==> src/rtl/sram_ctrl.sv <==
// Single-port tag/data SRAM controller: IDLE -> ACCESS -> RESP handshake FSM.
// Optional SRAM_CTRL_FLUSH_EN adds a flush port that clears all valid bits.
module sram_ctrl (
  input  logic        clk,
  input  logic        rst_n,
`ifdef SRAM_CTRL_FLUSH_EN
  input  logic        flush,
`endif
  input  logic        req_valid,
  output logic        req_ready,
  input  logic        req_we,
  input  logic [3:0]  req_addr,
  input  logic [3:0]  req_tag,
  input  logic [7:0]  req_data,
  output logic        rsp_valid,
  input  logic        rsp_ready,
  output logic        rsp_hit,
  output logic [7:0]  rsp_data,
  output logic        sram_we,
  output logic [15:0] sram_wl,
  output logic [3:0]  sram_tag_in,
  output logic [7:0]  sram_data_in,
  input  logic [3:0]  sram_tag_out,
  input  logic [7:0]  sram_data_out
);

  typedef enum logic [1:0] {
    IDLE   = 2'd0,
    ACCESS = 2'd1,
    RESP   = 2'd2
  } state_t;

  typedef struct packed {
    logic       we;
    logic [3:0] addr;
    logic [3:0] tag;
    logic [7:0] data;
  } req_t;

  state_t      state_q;
  state_t      state_d;
  req_t        req_q;
  logic [15:0] valid_q;
  logic        rsp_hit_q;
  logic [7:0]  rsp_data_q;
  logic        accept;
  logic        flush_w;

`ifdef SRAM_CTRL_FLUSH_EN
  assign flush_w = flush;
`else
  assign flush_w = 1'b0;
`endif

  always_comb begin
    state_d      = state_q;
    req_ready    = 1'b0;
    accept       = 1'b0;
    sram_we      = 1'b0;
    sram_wl      = '0;
    sram_tag_in  = '0;
    sram_data_in = '0;
    unique case (state_q)
      IDLE: begin
        req_ready = !flush_w;
        accept    = req_valid && !flush_w;
        if (accept) state_d = ACCESS;
      end
      ACCESS: begin
        sram_wl      = 16'h0001 << req_q.addr;
        sram_we      = req_q.we;
        sram_tag_in  = req_q.tag;
        sram_data_in = req_q.data;
        state_d      = RESP;
      end
      RESP: begin
        if (rsp_ready) state_d = IDLE;
      end
      default: state_d = IDLE;
    endcase
  end

  always_ff @(posedge clk or negedge rst_n) begin
    if (!rst_n) begin
      state_q    <= IDLE;
      req_q      <= '0;
      valid_q    <= '0;
      rsp_hit_q  <= 1'b0;
      rsp_data_q <= '0;
    end else begin
      state_q <= state_d;
      if (accept) begin
        req_q <= '{we: req_we, addr: req_addr,
                   tag: req_tag, data: req_data};
      end
      if (state_q == IDLE && flush_w) begin
        valid_q <= '0;
      end
      if (state_q == ACCESS) begin
        if (req_q.we) begin
          valid_q[req_q.addr] <= 1'b1;
          rsp_hit_q           <= 1'b1;
          rsp_data_q          <= req_q.data;
        end else begin
          // array outputs are combinational from the wordline
          rsp_hit_q  <= valid_q[req_q.addr] &&
                        (sram_tag_out == req_q.tag);
          rsp_data_q <= sram_data_out;
        end
      end
    end
  end

  assign rsp_valid = (state_q == RESP);
  assign rsp_hit   = rsp_hit_q;
  assign rsp_data  = rsp_data_q;

endmodule

==> config.mk <==
export PLATFORM = sky130hd
export DESIGN_NAME = sram_ctrl
export DESIGN_NICKNAME = d
export VERILOG_FILES = /design/src/rtl/sram_ctrl.sv
export SDC_FILE = /design/constraint.sdc
export NUM_CORES = 1
export LEC_CHECK = 0
export CORE_MARGIN = 2
export CORE_UTILIZATION = 49
export DETAILED_ROUTE_END_ITERATION = 8
export PLACE_DENSITY = 0.85
export SLEW_MARGIN = 40
export SYNTH_ARGS = -nofsm -noshare
export SYNTH_HDL_FRONTEND = slang
export SYNTH_SLANG_ARGS = --single-unit
==> constraint.sdc <==
create_clock -name clk -period 2.3 [get_ports clk]
set_input_delay 0.345 -clock clk [delete_from_list [all_inputs] [get_ports clk]]
set_output_delay 0.345 -clock clk [all_outputs]
set_load 0.05 [all_outputs]
# Yosys cells after proc, flatten, opt, wreduce, memory -nomap -nowiden
# Cells that the tools add are included.
[totals]
register_bits = 44
latch_bits = 0
ramBits = 0
rom_bits = 0
in_bits = 33
output_inout_bits = 40
mem_count = 0
[classes]
addsub = 0
n_mul = 0
n_div = 0
order_cmp = 2
eq_ne = 5
n_shift = 1
mux = 15
bitwise_logic = 1
n_reduce_logical = 5
[op_table]
columns = ["cell", "count"]
rows = [
  ["16-bit 2-to-1 mux", 1],
  ["8-bit 2-to-1 mux", 2],
  ["16-bit bitwise OR", 1],
  ["1-bit by 4-bit << shifter with 16-bit output (first input constant)", 1],
  ["1-bit 2-to-1 mux", 6],
  ["2-bit case mux with 3 select lines", 1],
  ["4-bit by 5-bit less-than comparator with 1-bit output (second input constant)", 1],
  ["1-bit binary-select mux with 4-bit select", 1],
  ["1-bit demux with 4-bit select", 1],
  ["4-bit == test", 1],
  ["4-bit by 1-bit >= comparator with 1-bit output (second input constant)", 1],
  ["2-bit 2-to-1 mux", 2],
  ["4-bit 2-to-1 mux", 1],
  ["2-bit AND reduction", 2],
  ["2-bit by 1-bit == test with 1-bit output (second input constant)", 1],
  ["2-bit == test (second input constant)", 1],
  ["1-bit logical AND", 2],
  ["2-bit zero test", 1],
  ["2-bit by 1-bit inequality test with 1-bit output (second input constant)", 1],
  ["2-bit inequality test (second input constant)", 1],
]

# Depth between registers and ports, before layout
[depth]
word_depth = 5
ltp_mapped = 6
mapped_depth_nobuf = 4

# Worst setup path before layout
# No wires, ideal clock.
[synth_timing]
path_type = "register to output"
startpoint = "register req_q[15] (netlist name)"
endpoint = "output port sram_wl[2]"
t_arrival_ns = 2.034
required_ns = 1.955
setup_slack_ns = -0.079
stages_incl_launch_ff = 5
n_path_buf = 2
path_cell_list = "dfrtp_1 > buf_2 > buf_2 > or2_2 > nor3_1"
[synth_via]
elab_chain_len = 2
[synth_rtl]
columns = ["item", "line_no", "text"]
rows = [
  ["start: declaration", "42", "req_t req_q;"],
  ["start signal: assignment", "93", "req_q <= '{we: req_we, addr: req_addr,"],
  ["1-bit by 4-bit << shifter with 16-bit output", "70", "sram_wl = 16'h0001 << req_q.addr;"],
  ["16-bit 2-to-1 mux", "63", "unique case (state_q)"],
  ["end: declaration", "20", "output logic [15:0] sram_wl,"],
]
# No other way between the ends.

# Worst setup path in the final report
[layout_timing]
startpoint = "register state_q[1]"
endpoint = "output port sram_wl[6]"
[layout_via]
elab_chain_len = 2
[layout_rtl]
columns = ["item", "line_no", "text"]
rows = [
  ["start: declaration", "40", "state_t state_q;"],
  ["start signal: assignment", "91", "state_q <= state_d;"],
  ["2-bit by 1-bit == test with 1-bit output", "63", ""],
  ["16-bit 2-to-1 mux", "63", ""],
]
# No other way between the ends.

==> summary.txt <==
Clock network
  • Cts bufs inserted: 5
  • TritonCTS clock tree: built
  • Num Clock Sinks: 44
  • H-tree depth: 2
  • Clk root buf: clkbuf_8
  • Post-CTS Setup Bufs: 0
  • Clock Tree Buf Depth: 2
  • Insertion delay to the later sink of the worst-skew pair: 300 ps
  • Clk slew on worst S/H paths: 80 ps

Yosys
  • Asr flop ratio synth: 100.0%
  • Synth cell types: 32
  • Count of yosys warnings during synthesis: 0
  • Yosys reg bits: 44
  • Gate Count Post-Synth: 187
  • Number of synthesized flops with an enable pin: 0
  • Mux contribution to synthesized area: 17.44%
  • Synth Net Count: 220
  • Main synth FF type: dfrtp_1
  • Seq/Total Area, Yosys: 51.49%
  • Main combinational cell family by area after synthesis: multiplexers
  • Synthesized-area fraction occupied by adder cells: 0%
  • Compound-Gate Fraction of Synth Area: 10.36%
  • Mean Syn Cell Area: 11.43 µm²
  • Simple-gate area share of the yosys netlist: 15.39%
  • XOR/XNOR Fraction of Synth Area: 1.638%
  • Synth Cell Area: 2138 µm²

GRT
  • Largest net degree at the start of global routing: 32
  • Initial antenna violation count: 0
  • Vias in the first global route: 1,781
  • Global-route wire length before repair: 8949 µm
  • Overall routing resource usage: 23.64%
  • Overflow after GRT: 0

Floorplanning
  • Starting Density: 50.15%
  • Die Height: 70.06 µm
  • DIE AREA: 4908 µm²
  • Boundary Pins: 73
  • Die width: 70.06 µm
  • Cell Rows: 24
  • Core ar.: 4264 µm²

Routing
  • Drc violations: 0
  • Via density: 5.565
  • DR WL/cell: 16.95 µm
  • Final WL: 5304 µm
  • Post-route ant nets: 0
  • First-iteration detailed-routing DRC count: 66
  • Initial DRT Pass Iterations: 4
  • Routed via count: 1,742

Finish
  • NumNets Final: 293
  • Share of post-route cells with drive strength above 1: 27.20%
  • Antenna fix cells: 0
  • Leading cell types in the layout, fill and taps excluded: dfrtp_1 (43), clkdlybuf4s50_1 (42), buf_12 (29)
  • Commonest non-fill, non-tap cell in the layout: dfrtp_1
  • Area growth from synthesis to layout: 53.36%

Power
  • Pwr dens: 1365 nW/µm²
  • Tot Pwr: 4.478 mW
  • Lkg Pwr: 1.455 nW
  • Peak supply drop: 0.0007975 V

STA
  • Fin. Hold Viols: 0
  • Setup TNS Final: 0 ps
  • Relative slew slack: 54.86%
  • Tcrit/Tclk final: 91.40%
  • Worst slew pin tran: 677.2 ps
  • Post-route minimum period: 2102 ps
  • WHS: 75.84 ps
  • Final setup viols: 0
  • Final Skew: 3.988 ps
  • Final slew viol count: 0
  • RSZ-0062 raised after global routing: no
  • Peak Freq: 475.7 MHz

Setup path
  • Crit path cell chain: nand3b_1, nor3_1, buf_12
  • Critical Path AT: 1760 ps
  • Crit path max fanout: 7
  • WP data required: 1960 ps
  • Slowest CP cell: nor3_1
  • CP startpoint kind: flop
  • CP Capture Type: primary output
  • Worst setup path category: reg -> out
  • CP max stage delay: 470 ps

Status
  • Status: completed

Placed design
  • I/O Buffers: 72
  • Post-detail-place hpwl: 3851 µm
  • Final GP Congestion: 0.8345

Run
  • Max-cap violation count: 0

Worst hold path
  • Hold Path Class: in -> async
==> area by class of cell <==
cell class                 count  area [µm²]
sequential                    44        1102
timing repair buffer          77        1044
fill                         280       984.7
multi-input combinational    130       963.4
clock buffer                   6       82.58
tap                           52       65.06
clock inverter                 2       15.01
inverter                       2       7.507
==> Yosys cell counts (3+ instances only) <==
library cell / count / area, µm²
nor2b_1: 3 / 18.77
nor2_1: 17 / 63.81
o21bai_1: 4 / 30.03
dfrtp_1: 44 / 1101
nand2_1: 14 / 52.55
buf_2: 6 / 30.03
mux2_2: 10 / 112.6
nor3_1: 5 / 25.02
mux2_4: 7 / 105.1
nand3_1: 3 / 15.01
and2_1: 13 / 81.33
mux2i_1: 11 / 110.1
nand2b_1: 4 / 25.02
xor2_1: 4 / 35.03
buf_6: 3 / 33.78
a21o_1: 9 / 67.56
o21ai_0: 11 / 55.05
==> power by group <==
group          total [mW]  internal [mW]  switching, mW
combinational        2.45           1.12           1.33
clock               0.509          0.243          0.266
sequential           1.52           1.14          0.373
total                4.48           2.50           1.97
==> cells by family (layout without fill, tap and decap cells) <==
logic type | count (synthesis) | in the layout
AO/OA/AOI/OAI | 32 | 32
XOR/XNOR | 4 | 4
buffers and inverters | 13 | 87
flip-flops | 44 | 44
multiplexers | 30 | 30
AND/OR/NAND/NOR | 64 | 64
==> critical path, delay by kind of cell, from the launching register on <==
family	cells	cell delay, ps
buffers and inverters	1	200
flip-flops	1	420
AND/OR/NAND/NOR	2	830
==> final timing paths <==
kind                                         startpoint                       to  slack (ps)  depth (start not counted)
worst max-delay path             state_q[1]$_DFFE_PN0P_               sram_wl[6]         200                          3
min in group clk                valid_q[11]$_DFFE_PN0P_  valid_q[11]$_DFFE_PN0P_         460                          1
worst min-delay path                              rst_n   valid_q[4]$_DFFE_PN0P_          80                          1
max in group asynchronous                         rst_n    req_q[14]$_DFFE_PN0P_        1630                          2
worst max register to register    req_q[15]$_DFFE_PN0P_      rsp_hit$_DFFE_PN0P_         630                          4
worst min register to register  valid_q[11]$_DFFE_PN0P_  valid_q[11]$_DFFE_PN0P_         460                          1
==> through the flow <==
step	cell area [µm²]	setup WS [ps]	util, %	std cells
after detailed placement	3181	451.9	74.59	305
final	3279	197.7	76.91	313
after global routing	3279	91.99	76.91	313
after floorplan	2143	35.88	-	187
after CTS	3278	145.9	76.88	313
after global placement	3181	516.6	74.59	305
==> sequential cells by signal (all words and copies together) (netlist names) <==
signal    count
req_q        17
valid_q      16
rsp_hit       1
state_q       2
rsp_data      8
==> metal layers <==
metal | wire length, µm | vias to the layer above | track usage, %
met4 | 158 | 0 | 9.402
met3 | 315 | 16 | 6.494
li1 | - | 790 | -
met5 | 0 | - | 0
met1 | 2080 | 869 | 28.88
met2 | 2749 | 67 | 39.68
==> repair_timing <==
item                       4_1_cts  5_1_grt
resized for setup                0        1
setup endpoints to repair        0        1
hold buffers                     0        0
(Power assumes the default switching activity.)
==> patch 1, RTL diff (same settings) <==
Encoding of `state_t`: now one-hot (3 bits for 3 states).
--- a/src/rtl/sram_ctrl.sv
+++ b/src/rtl/sram_ctrl.sv
@@ -25,8 +25,8 @@
 );
 
-  typedef enum logic [1:0] {
-    IDLE   = 2'd0,
-    ACCESS = 2'd1,
-    RESP   = 2'd2
+  typedef enum logic [2:0] {
+    IDLE   = 3'b001,
+    ACCESS = 3'b010,
+    RESP   = 3'b100
   } state_t;
 
Function: no difference found for any inputs over 10 cycles, from zero or initial values and one cycle with rst_n low; not proved beyond that.
==> patch 1 against the original RTL <==
  * Cell area increased by 0.72%
  * Count of clock-buffer cells in the layout increased by 1
  * Hold slack improved by 0.40 ns
  * Setup slack got worse by 0.11 ns
  * Sequential cell count increased by 1
  * Synthesized area decreased by 0.70%
  * Total power decreased by 13%
  * Routed wire length decreased by 2.1%
  * Register-to-register slack got worse by 0.20 ns
  * Combinational power decreased by 22%
  * Largest cell class unchanged
==> patch 1: results (changes against the original RTL) <==
min_path:
  holdCritStartpoint: "valid_q[3]"
  hp-class: "flop to flop"
finish:
  final_area_um2: 3300  # +0.72%
  instances_no_fill: 308  # -1.6%
  nets: 290  # -1.0%
  fillerInstances: 244  # -13%
  layout-drive-gt1-share: 0.283  # +0.0109
yosys:
  yosys-top-cells-count: "dfrtp_1, nor2_1, and2_1, mux2_2, o21bai_1"
  synth_fp_nets: 215  # -2.3%
  synth_compound_area_frac: 0.0961  # -0.00752
  netlist_top_cells_area: "dfrtp_1, mux2_2, mux2i_1"
  ys_seq_area_frac: 0.531  # +0.0160
  synthMuxAreaShare: 0.170  # -0.00466
  synth_xor_area_frac: 0.0165  # +0.000116
place:
  dpl_worst_slack_ns: 0.407  # -0.0447 ns
  place_area_um2: 3190  # +0.35%
  gp_congestion: 0.762  # -8.7%
  hpwl_mm: 3.97  # +3.0%
  place_inst: 299  # -2.0%
route:
  drt-vias-per-instance: 5.33  # -4.2%
  wirelength_mm: 5.19  # -2.1%
global_routing:
  grt_max_degree: 19  # -41%
  grt_usage: 0.225  # -0.0118
  grt_pass1_wl_mm: 8.65  # -3.3%
  grt_pass1_vias: 1702  # -4.4%
setup_path:
  cp.arrival_ns: 1.87  # +0.11 ns
  crit_path_max_incr_delay_ns: 0.42  # -0.05 ns
  cp_max_fo: 5  # -2
  regToRegSetupSlack_ns: 0.43  # -0.20 ns
  r2r_start: "state_q[0]"
  cp_slowest_cell: "dfrtp_1"
  timing.rr.end: "req_q[14]"
timing:
  worstMarginPinSlew_ns: 0.521  # -0.156 ns
  timing.hold.ws_ns: 0.472  # +0.396 ns
  skew_ns: 0.00496  # +0.000969 ns
clock_network:
  numCtsBuffers: 5  # unchanged
pwr:
  ir_drop_uv: 745  # -6.5%
  p_leak_nw: 1.41  # -3.3%
status:
  status: "finished, final reports clean"
patch 1: cell count changes after synthesis, sizes merged, moves of 5 or more:
| cell | change |
|---|---|
| o21bai | +12 |
| a21o | -8 |
| nor3 | -5 |
| clkbuf | +6 |
| buf | -5 |
patch 1: power breakdown:
| group | switching (mW) | internal (mW) |
|---|---|---|
| clock | 0.259 | 0.272 |
| combinational | 1.03 | 0.866 |
| sequential | 0.306 | 1.16 |
patch 1: timing repair:
item	CTS	global route
hold buffers	1	0
resized for setup	0	0
hold endpoints to repair	14	0
patch 1: final cells by class:
class	instances	area (um^2)	area share
Clock inverter	1	5.00	0.00152
Clock buffer	7	96.3	0.0292
Multi-Input combinational cell	123	938	0.284
Tap cell	50	62.6	0.0189
Sequential cell	45	1130	0.341
Timing Repair Buffer	80	1070	0.323
Inverter	2	7.51	0.00227
patch 1: metal layers:
metal / GRT usage / wire (um) / up-vias
met5: 0 / 0 / -
met4: 0.0684 / 76 / 0
met3: 0.0392 / 190 / 8
met2: 0.386 / 2760 / 45
met1: 0.290 / 2170 / 814
li1: - / - / 775
patch 1: worst register-to-register path, cell delays in order, from the launching register on:
cell	delay, ns
dfstp_2	0.56
nor3b_2	0.25
and2_1	0.36
buf_4	0.24
mux2_2	0.35
patch 1: how the worst max path moves through the flow:
stage | startpoint | endpoint | slack, ns | cells past startpoint
2_1_floorplan | state_q[0] | req_q[10] | 0.03 | 5
3_3_place_gp | state_q[2] | rsp_valid | 0.45 | 2
3_5_place_dp | state_q[2] | rsp_valid | 0.41 | 2
4_1_cts | state_q[2] | sram_wl[1] | 0.08 | 4
5_1_grt | state_q[2] | sram_wl[2] | 0.006 | 4
6_report | state_q[2] | sram_wl[1] | 0.09 | 4
==> patch 2, RTL diff (same flow settings) <==
Without the edit above. Add a define of `SRAM_CTRL_FLUSH_EN`.
--- a/src/rtl/sram_ctrl.sv
+++ b/src/rtl/sram_ctrl.sv
@@ -1,4 +1,6 @@
 // Single-port tag/data SRAM controller: IDLE -> ACCESS -> RESP handshake FSM.
 // Optional SRAM_CTRL_FLUSH_EN adds a flush port that clears all valid bits.
+`define SRAM_CTRL_FLUSH_EN
+
 module sram_ctrl (
   input  logic        clk,
Interface: changed (added flush); port bits go from 73 to 74. No check against the original RTL was run, so the function may have changed too.
==> patch 2 against the original RTL <==
  * Routed wire length up 3.6%
  * Sequential cell count unchanged
  * Count of clock-buffer cells in the layout unchanged
  * Maximum frequency down 1.8%
  * Global-route usage down 0.81 points
  * First-iteration DRC count rose to 2.7 times the old value
  * Synthesized area up 2.2%
  * Cell area down 2.3%
  * Setup slack worse by 0.038 ns
Power is not compared: it rests on default switching activity, and its combinational part moved more than twofold at a synthesized area within 25%.
==> patch 2: results (changes against the original RTL) <==
setup_path:
  cp_max_fo: 16  # +9
  cp_slowest_cell: "dfrtp_1"
  crit_path_max_incr_delay_ns: 0.43  # -0.04 ns
  crit_end: "sram_wl[0]"
finish:
  post-route-util: 0.741  # -0.0278
  signal_buffers: 79  # +2.6%
  buf_share: 0.284  # -0.0340
  layout-drive-gt1-share: 0.255  # -0.0166
  n_all_inverters: 3  # +1
  nMultiInputCombCells: 140  # +7.7%
  nets: 307  # +4.8%
  clkCellAreaFrac: 0.0336  # +0.00381
  instances_no_fill: 326  # +4.2%
global_routing:
  grt_use_met3: 0.0399  # -0.0250
  grt_max_degree: 26  # -19%
  grt_use_met1: 0.283  # -0.00606
  grt_pass1_wl_mm: 9.00  # +0.54%
route:
  drt_iter0_drc: 181  # +170%
  wl_per_cell_um: 16.9  # -0.49%
place:
  place_area_um2: 3080  # -3.3%
  place_inst: 317  # +3.9%
  gp_congestion: 0.834  # about the same
  place.port_buffers: 73  # +1.4%
  hpwl_mm: 3.98  # +3.3%
timing:
  post-route-period-util: 0.930  # +0.0164
  timing.hold.ws_ns: 0.480  # +0.404 ns
  skew_ns: 0.00582  # +0.00183 ns
  worstMarginPinSlew_ns: 0.605  # -0.0725 ns
yosys:
  ys_seq_area_frac: 0.504  # -0.0109
  synth.avg_cell_area_um2: 11.0  # -4.0%
clock_network:
  hold_buffers: 1  # +1
status:
  status: "finished, final reports clean"
patch 2: changes by cell type in the layout (fill, tap and decap cells not counted), moves of 4 or more:
cell,unedited run,this run
buf_4,5,18
buf_12,29,17
a21o_1,9,0
a22o_1,0,9
a32o_1,0,4
o21bai_1,4,0
patch 2: cells by family after synthesis:
family                 after synthesis  synth area share
AO/OA/AOI/OAI                       33             0.110
XOR/XNOR                             4            0.0160
buffers and inverters               15            0.0412
flip-flops                          44             0.504
multiplexers                        30             0.157
AND/OR/NAND/NOR                     73             0.172
patch 2: power by group through the flow:
stage	combinational [mW]	clock [mW]	sequential, mW
6_report	1.14	0.580	1.13
5_1_grt	1.20	0.622	1.15
4_1_cts	1.14	0.583	1.13
3_5_place_dp	1.13	0	1.14
3_3_place_gp	1.11	0	1.12
2_1_floorplan	0.588	0	1.29
patch 2: worst reg2reg max path, delay by kind of cell, from the launching register on:
kind	cells	cell delay (ns)
compound gates	3	0.51
flops	1	0.73
mux	1	0.31
simple gates	1	0.10
